**config.mk**
```make
export PLATFORM = sky130hd
export DESIGN_NAME = roberto_scan
export DESIGN_NICKNAME = d
export VERILOG_FILES = /design/src/rtl/roberto_scan.sv
export SDC_FILE = /design/constraint.sdc
export NUM_CORES = 1
export LEC_CHECK = 0
export ABC_AREA = 1
export CAP_MARGIN = 5
export CORE_MARGIN = 4
export CORE_UTILIZATION = 55
export DETAILED_ROUTE_END_ITERATION = 8
export GPL_TIMING_DRIVEN = 0
export HOLD_SLACK_MARGIN = 0.08
export PLACE_DENSITY = 0.84
export SKIP_CTS_REPAIR_TIMING = 1
export SLEW_MARGIN = 20
export SYNTH_ARGS = -nofsm -noshare
export SYNTH_HDL_FRONTEND = slang
export SYNTH_SLANG_ARGS = --single-unit
```
**constraint.sdc**
```tcl
create_clock -name clock -period 1.8 [get_ports clock]
set_input_delay 0.27 -clock clock [delete_from_list [all_inputs] [get_ports clock]]
set_output_delay 0.27 -clock clock [all_outputs]
set_load 0.005 [all_outputs]
```
**src/rtl/roberto_scan.sv**
```systemverilog
`default_nettype none
// ============================================================================
//  Module   : roberto_scan
//  Purpose  : Sequential ultrasonic range scanner. On a start pulse it fires
//             each sensor's trigger in turn, measures the width of its echo
//             (in clocks), and ships three bytes per channel to a serial
//             transmitter: {timeout, 4'b0, channel}, result[15:8], result[7:0].
//  Ports    : clock      - system clock, all logic on the rising edge
//             reset      - synchronous, active-low
//             ligar      - one-clock start pulse (accepted only when idle)
//             echo       - asynchronous echo lines, one per channel
//             trigger    - trigger pulses, one per channel
//             tx_dado    - byte to transmitter (held until tx_pronto)
//             tx_partida - one-clock transmitter start strobe
//             tx_pronto  - one-clock transmitter done strobe
//             varrendo   - high while a sweep is in progress
//             db_estado  - current state code
//             db_canal   - channel under service
//  Options  : ROBERTO_SCAN_CONTINUO_EN - when defined, sweeps repeat forever
//             with a PAUSE_CYC gap; otherwise one sweep per ligar.
//  Revision : 1.0 - initial release
// ============================================================================
module roberto_scan #(
  parameter int N_CH        = 3,
  parameter int MW          = 16,
  parameter int TRIG_CYC    = 500,
  parameter int TIMEOUT_CYC = 1500000,
  parameter int PAUSE_CYC   = 2500000
) (
  input  logic            clock,
  input  logic            reset,
  input  logic            ligar,
  input  logic [N_CH-1:0] echo,
  output logic [N_CH-1:0] trigger,
  output logic [7:0]      tx_dado,
  output logic            tx_partida,
  input  logic            tx_pronto,
  output logic            varrendo,
  output logic [3:0]      db_estado,
  output logic [2:0]      db_canal
);

  localparam logic [3:0] INICIAL    = 4'd0;
  localparam logic [3:0] DISPARA    = 4'd1;
  localparam logic [3:0] ESPERA_ECO = 4'd2;
  localparam logic [3:0] MEDE       = 4'd3;
  localparam logic [3:0] ENVIA_ID   = 4'd4;
  localparam logic [3:0] ESPERA_ID  = 4'd5;
  localparam logic [3:0] ENVIA_H    = 4'd6;
  localparam logic [3:0] ESPERA_H   = 4'd7;
  localparam logic [3:0] ENVIA_L    = 4'd8;
  localparam logic [3:0] ESPERA_L   = 4'd9;
  localparam logic [3:0] PROXIMO    = 4'd10;
  localparam logic [3:0] PAUSA      = 4'd11;

  // One shared phase timer serves the trigger, echo-wait, echo-high and
  // pause phases, so it is sized for the longest of them.
  localparam int MAX_A   = (TRIG_CYC > TIMEOUT_CYC) ? TRIG_CYC : TIMEOUT_CYC;
  localparam int MAX_CYC = (MAX_A > PAUSE_CYC) ? MAX_A : PAUSE_CYC;
  localparam int TW      = $clog2(MAX_CYC + 1);

  localparam logic [TW-1:0] TIMER_ONE = TW'(1);
  localparam logic [TW-1:0] TRIG_LAST = TW'(TRIG_CYC - 1);
  localparam logic [TW-1:0] TMO_LAST  = TW'(TIMEOUT_CYC - 1);
`ifdef ROBERTO_SCAN_CONTINUO_EN
  localparam logic [TW-1:0] PAUSE_LAST = TW'(PAUSE_CYC - 1);
`endif
  localparam logic [MW-1:0] CNT_MAX = '1;
  localparam logic [MW-1:0] CNT_ONE = MW'(1);
  localparam logic [2:0]    LAST_CH = 3'(N_CH - 1);

  logic [3:0]      state_q,    state_d;
  logic [2:0]      canal_q,    canal_d;
  logic [TW-1:0]   timer_q,    timer_d;
  logic [MW-1:0]   cnt_q,      cnt_d;
  logic [15:0]     result_q,   result_d;
  logic            flag_q,     flag_d;
  logic [N_CH-1:0] sync1_q,    sync1_d;
  logic [N_CH-1:0] sync2_q,    sync2_d;
  logic [N_CH-1:0] prev_q,     prev_d;
  logic [N_CH-1:0] trigger_q,  trigger_d;
  logic [7:0]      tx_dado_q,  tx_dado_d;
  logic            tx_part_q,  tx_part_d;
  logic            varrendo_q, varrendo_d;

  logic [N_CH-1:0] sel_cur;
  logic [N_CH-1:0] sel_next;
  logic            echo_sel;
  logic            echo_rise;

  // Channel select and echo edge detect for the channel under service.
  // prev_q lags sync2_q by one clock; a line already high on entry to
  // ESPERA_ECO therefore shows no edge until it drops and rises again.
  always_comb begin
    sel_cur = '0;
    for (int i = 0; i < N_CH; i++) begin
      sel_cur[i] = (canal_q == 3'(i));
    end
    echo_sel  = |(sync2_q & sel_cur);
    echo_rise = echo_sel & ~(|(prev_q & sel_cur));
  end

  always_comb begin
    state_d  = state_q;
    canal_d  = canal_q;
    timer_d  = timer_q;
    cnt_d    = cnt_q;
    result_d = result_q;
    flag_d   = flag_q;
    sync1_d  = echo;
    sync2_d  = sync1_q;
    prev_d   = sync2_q;

    case (state_q)
      INICIAL: begin
        if (ligar) begin
          state_d = DISPARA;
          canal_d = 3'd0;
          timer_d = '0;
        end
      end
      DISPARA: begin
        if (timer_q == TRIG_LAST) begin
          state_d = ESPERA_ECO;
          timer_d = '0;
        end else begin
          timer_d = timer_q + TIMER_ONE;
        end
      end
      ESPERA_ECO: begin
        if (echo_rise) begin
          // The sample carrying the edge is the first high clock.
          state_d = MEDE;
          timer_d = TIMER_ONE;
          cnt_d   = CNT_ONE;
        end else if (timer_q == TMO_LAST) begin
          state_d  = ENVIA_ID;
          flag_d   = 1'b1;
          result_d = 16'(CNT_MAX);
        end else begin
          timer_d = timer_q + TIMER_ONE;
        end
      end
      MEDE: begin
        if (!echo_sel) begin
          state_d  = ENVIA_ID;
          flag_d   = 1'b0;
          result_d = 16'(cnt_q);
        end else if (timer_q == TMO_LAST) begin
          state_d  = ENVIA_ID;
          flag_d   = 1'b1;
          result_d = 16'(CNT_MAX);
        end else begin
          timer_d = timer_q + TIMER_ONE;
          if (cnt_q != CNT_MAX) begin
            cnt_d = cnt_q + CNT_ONE;
          end
        end
      end
      ENVIA_ID:  state_d = ESPERA_ID;
      ESPERA_ID: if (tx_pronto) state_d = ENVIA_H;
      ENVIA_H:   state_d = ESPERA_H;
      ESPERA_H:  if (tx_pronto) state_d = ENVIA_L;
      ENVIA_L:   state_d = ESPERA_L;
      ESPERA_L:  if (tx_pronto) state_d = PROXIMO;
      PROXIMO: begin
        timer_d = '0;
        if (canal_q == LAST_CH) begin
          state_d = PAUSA;
          canal_d = 3'd0;
        end else begin
          state_d = DISPARA;
          canal_d = canal_q + 3'd1;
        end
      end
      PAUSA: begin
`ifdef ROBERTO_SCAN_CONTINUO_EN
        if (timer_q == PAUSE_LAST) begin
          state_d = DISPARA;
          timer_d = '0;
        end else begin
          timer_d = timer_q + TIMER_ONE;
        end
`else
        state_d = INICIAL;
`endif
      end
      default: state_d = INICIAL;
    endcase

    // Outputs are registered from the next state so they line up exactly
    // with db_estado and never glitch.
    sel_next = '0;
    for (int i = 0; i < N_CH; i++) begin
      sel_next[i] = (canal_d == 3'(i));
    end
    trigger_d  = (state_d == DISPARA) ? sel_next : '0;
    tx_part_d  = (state_d == ENVIA_ID) || (state_d == ENVIA_H) || (state_d == ENVIA_L);
    varrendo_d = (state_d != INICIAL);

    tx_dado_d = tx_dado_q;
    case (state_d)
      ENVIA_ID: tx_dado_d = {flag_d, 4'b0000, canal_d};
      ENVIA_H:  tx_dado_d = result_d[15:8];
      ENVIA_L:  tx_dado_d = result_d[7:0];
      default:  tx_dado_d = tx_dado_q;
    endcase
  end

  always_ff @(posedge clock) begin
    if (!reset) begin
      state_q    <= INICIAL;
      canal_q    <= 3'd0;
      timer_q    <= '0;
      cnt_q      <= '0;
      result_q   <= '0;
      flag_q     <= 1'b0;
      sync1_q    <= '0;
      sync2_q    <= '0;
      prev_q     <= '0;
      trigger_q  <= '0;
      tx_dado_q  <= '0;
      tx_part_q  <= 1'b0;
      varrendo_q <= 1'b0;
    end else begin
      state_q    <= state_d;
      canal_q    <= canal_d;
      timer_q    <= timer_d;
      cnt_q      <= cnt_d;
      result_q   <= result_d;
      flag_q     <= flag_d;
      sync1_q    <= sync1_d;
      sync2_q    <= sync2_d;
      prev_q     <= prev_d;
      trigger_q  <= trigger_d;
      tx_dado_q  <= tx_dado_d;
      tx_part_q  <= tx_part_d;
      varrendo_q <= varrendo_d;
    end
  end

  assign trigger    = trigger_q;
  assign tx_dado    = tx_dado_q;
  assign tx_partida = tx_part_q;
  assign varrendo   = varrendo_q;
  assign db_estado  = state_q;
  assign db_canal   = canal_q;

endmodule
`default_nettype wire

```
==> impl_metrics.json <==
{
  "port_buffers": 26,
  "detail_route.iter0.violations": 753,
  "post-dp-hpwl_microns": 10300,
  "worst_slew_pin_slew_ns": 0.759,
  "area_of_the_multi_input_gates_sq_um": 3300,
  "drt_wl_total_microns": 16800,
  "power.ir.vdd_worst_mv": 0.412,
  "dieArea_sq_um": 10600,
  "yosys.area.top_type": "sky130_fd_sc_hd__dfxtp_1",
  "clock_latency_on_the_worst_skew_pair_ns": 0.36,
  "drt-vias-per-instance": 5.95,
  "ctsHtreeMaxLevel": 3,
  "first_global_vias": 4786,
  "syn-cell-area_sq_um": 4950,
  "maximum_number_of_pins_on_one_net_before_global_route_repair": 16,
  "total_non_filler_cell_area_in_the_finished_layout_sq_um": 6630,
  "post_drt_wl_per_cell_microns": 17.3,
  "synth_compound_gate_area_share_pct": 12.2,
  "die_x_extent_microns": 103,
  "crit_path_max_incr_delay_ns": 0.41,
  "routabilityCongestion": 1.02,
  "core_area_sq_um": 8720,
  "clkSlewWorstSetupHoldPaths_ns": 0.09,
  "power.share.switching_pct": 26.0,
  "register_area_sq_um": 1750,
  "syn-num-nets": 791,
  "finalPower_w": 0.00371,
  "fin_crit_sh_pct": 112,
  "utilization_pct": 76.0,
  "clock_skew_ns": 0.00570,
  "path_cells": "inv_4 > nand4_1 > nand3_4 > nor2_4 > buf_12 > buf_12 > nand2_1 > nand2_1 > nor2_2 > buf_4 > a21oi_1",
  "synth_edf_count": 0,
  "final_period_demand_of_the_worst_path_ns": 2.02,
  "combinational_family_with_the_most_area_after_synthesis": "simple AND/OR/NAND/NOR gates",
  "power.sequential.fraction_pct": 50.1,
  "combinationalPowerShare_pct": 7.8,
  "cts_max_path_buffers": 2,
  "path_class_of_the_lowest_slack_min_delay_path": "in2reg",
  "synth_seq_cells": 84,
  "outcome": "complete, but fails checks",
  "areaGrowthSynthToFinish_pct": 33.8,
  "postSynth.topFlopCell": "sky130_fd_sc_hd__dfxtp_1",
  "maxClockFrequency_ghz": 0.495,
  "clock_buffers_created_by_tritoncts": 9,
  "final_nets": 872,
  "timing.critical_path.required_ns": 2.06,
  "yosys-top-cells-count": "sky130_fd_sc_hd__nand2_1, sky130_fd_sc_hd__nor2_1, sky130_fd_sc_hd__inv_1",
  "dr_total_vias": 5803,
  "n_diodes": 0,
  "rsz0062_at_grt": "yes",
  "ys_top_cells_by_area": "sky130_fd_sc_hd__dfxtp_1, sky130_fd_sc_hd__nand2_1, sky130_fd_sc_hd__nor2_1",
  "synth.distinct_cells": 42,
  "rows": 34,
  "finalHoldViolations": 0,
  "syn-mean-instance-area_sq_um": 6.33,
  "reported_net_switching_power_w": 0.000966,
  "synth-adder-area-share_pct": 0.505,
  "drc": 0,
  "internal-power_w": 0.00274,
  "synthMuxAreaShare_pct": 0,
  "antenna_violations_before_repair": 0,
  "antenna_left": 0,
  "postSynthCellCount": 782,
  "synth_sequential_area_ratio_pct": 34.0,
  "static-leakage-power_nw": 2.95,
  "max_cap_violations": 0,
  "synth_xor_area_share_pct": 1.77,
  "timing.critical_path.slowest_stage_cell": "sky130_fd_sc_hd__dfxtp_4",
  "yosys_warn_count": 0,
  "grt-ovfl-total": 0,
  "power_per_cell_area_nw_per_um2": 560,
  "cp.arrival_ns": 2.28,
  "die_h_microns": 103,
  "slew-limit-headroom_pct": 49.4,
  "fin_ws_ns": -0.220,
  "nFillCells": 580,
  "drt-pass1-iter-count": 8,
  "grt_pass1_wl_microns": 22100,
  "failed_checks": "negative setup slack",
  "track_usage_pct": 26.5,
  "synth_simple_gate_area_share_pct": 41.3,
  "timing.critical_path.to_type": "flop",
  "top_cell_type_s_share_of_synthesized_area_pct": 34.0,
  "start_util_pct": 56.8,
  "placed_cell_area_sq_um": 5350,
  "io_pins": 27,
  "cts.root.buffer_cell": "sky130_fd_sc_hd__clkbuf_8",
  "cts_tree": "done",
  "layout-drive-gt1-share_pct": 28.5,
  "slew_viol_final": 0,
  "ys_async_sr_fraction_pct": 0,
  "pwr-share-clk_pct": 42.1,
  "worst-path-max-fanout": 6,
  "most_used_standard_cell_by_instance_count_after_synthesis": "sky130_fd_sc_hd__nand2_1",
  "startpoint_type": "flop",
  "finalSetupViolations": 37,
  "numClockSinks": 84,
  "timing.setup.critical_path_class": "reg2reg"
}
[power groups by stage]
stage | Clock, W | Combinational, W | Sequential (W)
final | 0.00156 | 0.000288 | 0.00186
after global placement | 0 | 0.000219 | 0.00192
after global routing | 0.00163 | 0.000305 | 0.00186
after floorplan | 0 | 0.000143 | 0.00192
after detailed placement | 0 | 0.000223 | 0.00192
after CTS | 0.00154 | 0.000224 | 0.00188
[layout make-up]
cell class,count,share of cell area (%)
repair buffers,70,9.78
well taps,108,2.04
plain buffers,21,2.79
clock buffers,9,1.87
inverters,99,5.83
clock inverters,7,1.49
flip-flops and latches,84,26.4
multi-input cells,578,49.8
[path summary, 6_finish.rpt]
kind | slack (ns) | cells after the start | to | start
max | -0.22 | 11 | result_q[8]$_SDFF_PN0_ | db_canal[1]$_SDFF_PN0_
min | 0.42 | 3 | sync1_q[2]$_SDFF_PN0_ | echo[2]
max reg2reg | -0.22 | 11 | result_q[8]$_SDFF_PN0_ | db_canal[1]$_SDFF_PN0_
min reg2reg | 0.43 | 2 | prev_d[2]$_SDFF_PN0_ | sync1_q[2]$_SDFF_PN0_
[critical path: cells and delay by family, from the launching register on]
kind | cells | cell delay (ns)
AND/OR/NAND/NOR | 6 | 0.80
flip-flops | 1 | 0.41
AO/OA/AOI/OAI | 1 | 0.24
buffers and inverters | 4 | 0.46
[state kept, by name (all words and copies together) (netlist names)]
name and flops:
timer_q 22, db_canal 3, result_q 16, tx_partida 1, tx_dado 8, prev_d 3
cnt_q 16, varrendo 1, flag_q 1, prev_q 3, trigger 3, db_estado 4
sync1_q 3
[layer usage]
metal | routed length (microns) | GRT usage, %
met4 | 991 | 15.3
met3 | 1380 | 3.18
met1 | 6150 | 32.6
met2 | 8310 | 44.4
met5 | 0 | 0
[through the flow]
step	std cells	TNS [ns]	setup slack (ns)	hold WS, ns
2_1_floorplan	782	0	0.00496	0.368
3_5_place_dp	916	-26.90	-0.601	0.407
4_1_cts	932	-26.51	-0.597	0.428
3_3_place_gp	916	-22.73	-0.581	0.397
5_1_grt	976	-6.80	-0.280	0.441
6_report	976	-2.74	-0.220	0.425
[kinds of logic (layout without fill, tap and decap cells)]
| kind of cell | Yosys count | after routing |
|---|---|---|
| AND/OR/NAND/NOR | 452 | 452 |
| buffers and inverters | 120 | 206 |
| AO/OA/AOI/OAI | 114 | 114 |
| flip-flops | 84 | 84 |
| XOR/XNOR | 10 | 10 |
| adder cells (fa/ha/maj) | 2 | 2 |
[cells in the final DEF, fill, tap and decap left out, drive strengths merged, types with 15 or more instances in the layout]
cell type      instances
clkbuf                17
a21oi                 64
nand3                 65
nor2                 113
nand2                232
buf                   57
nand4                 15
o21ai                 36
nor3                  17
clkdlybuf4s50         26
dfxtp                 84
inv                   99
No activity file was read; power rests on OpenSTA's default activity.
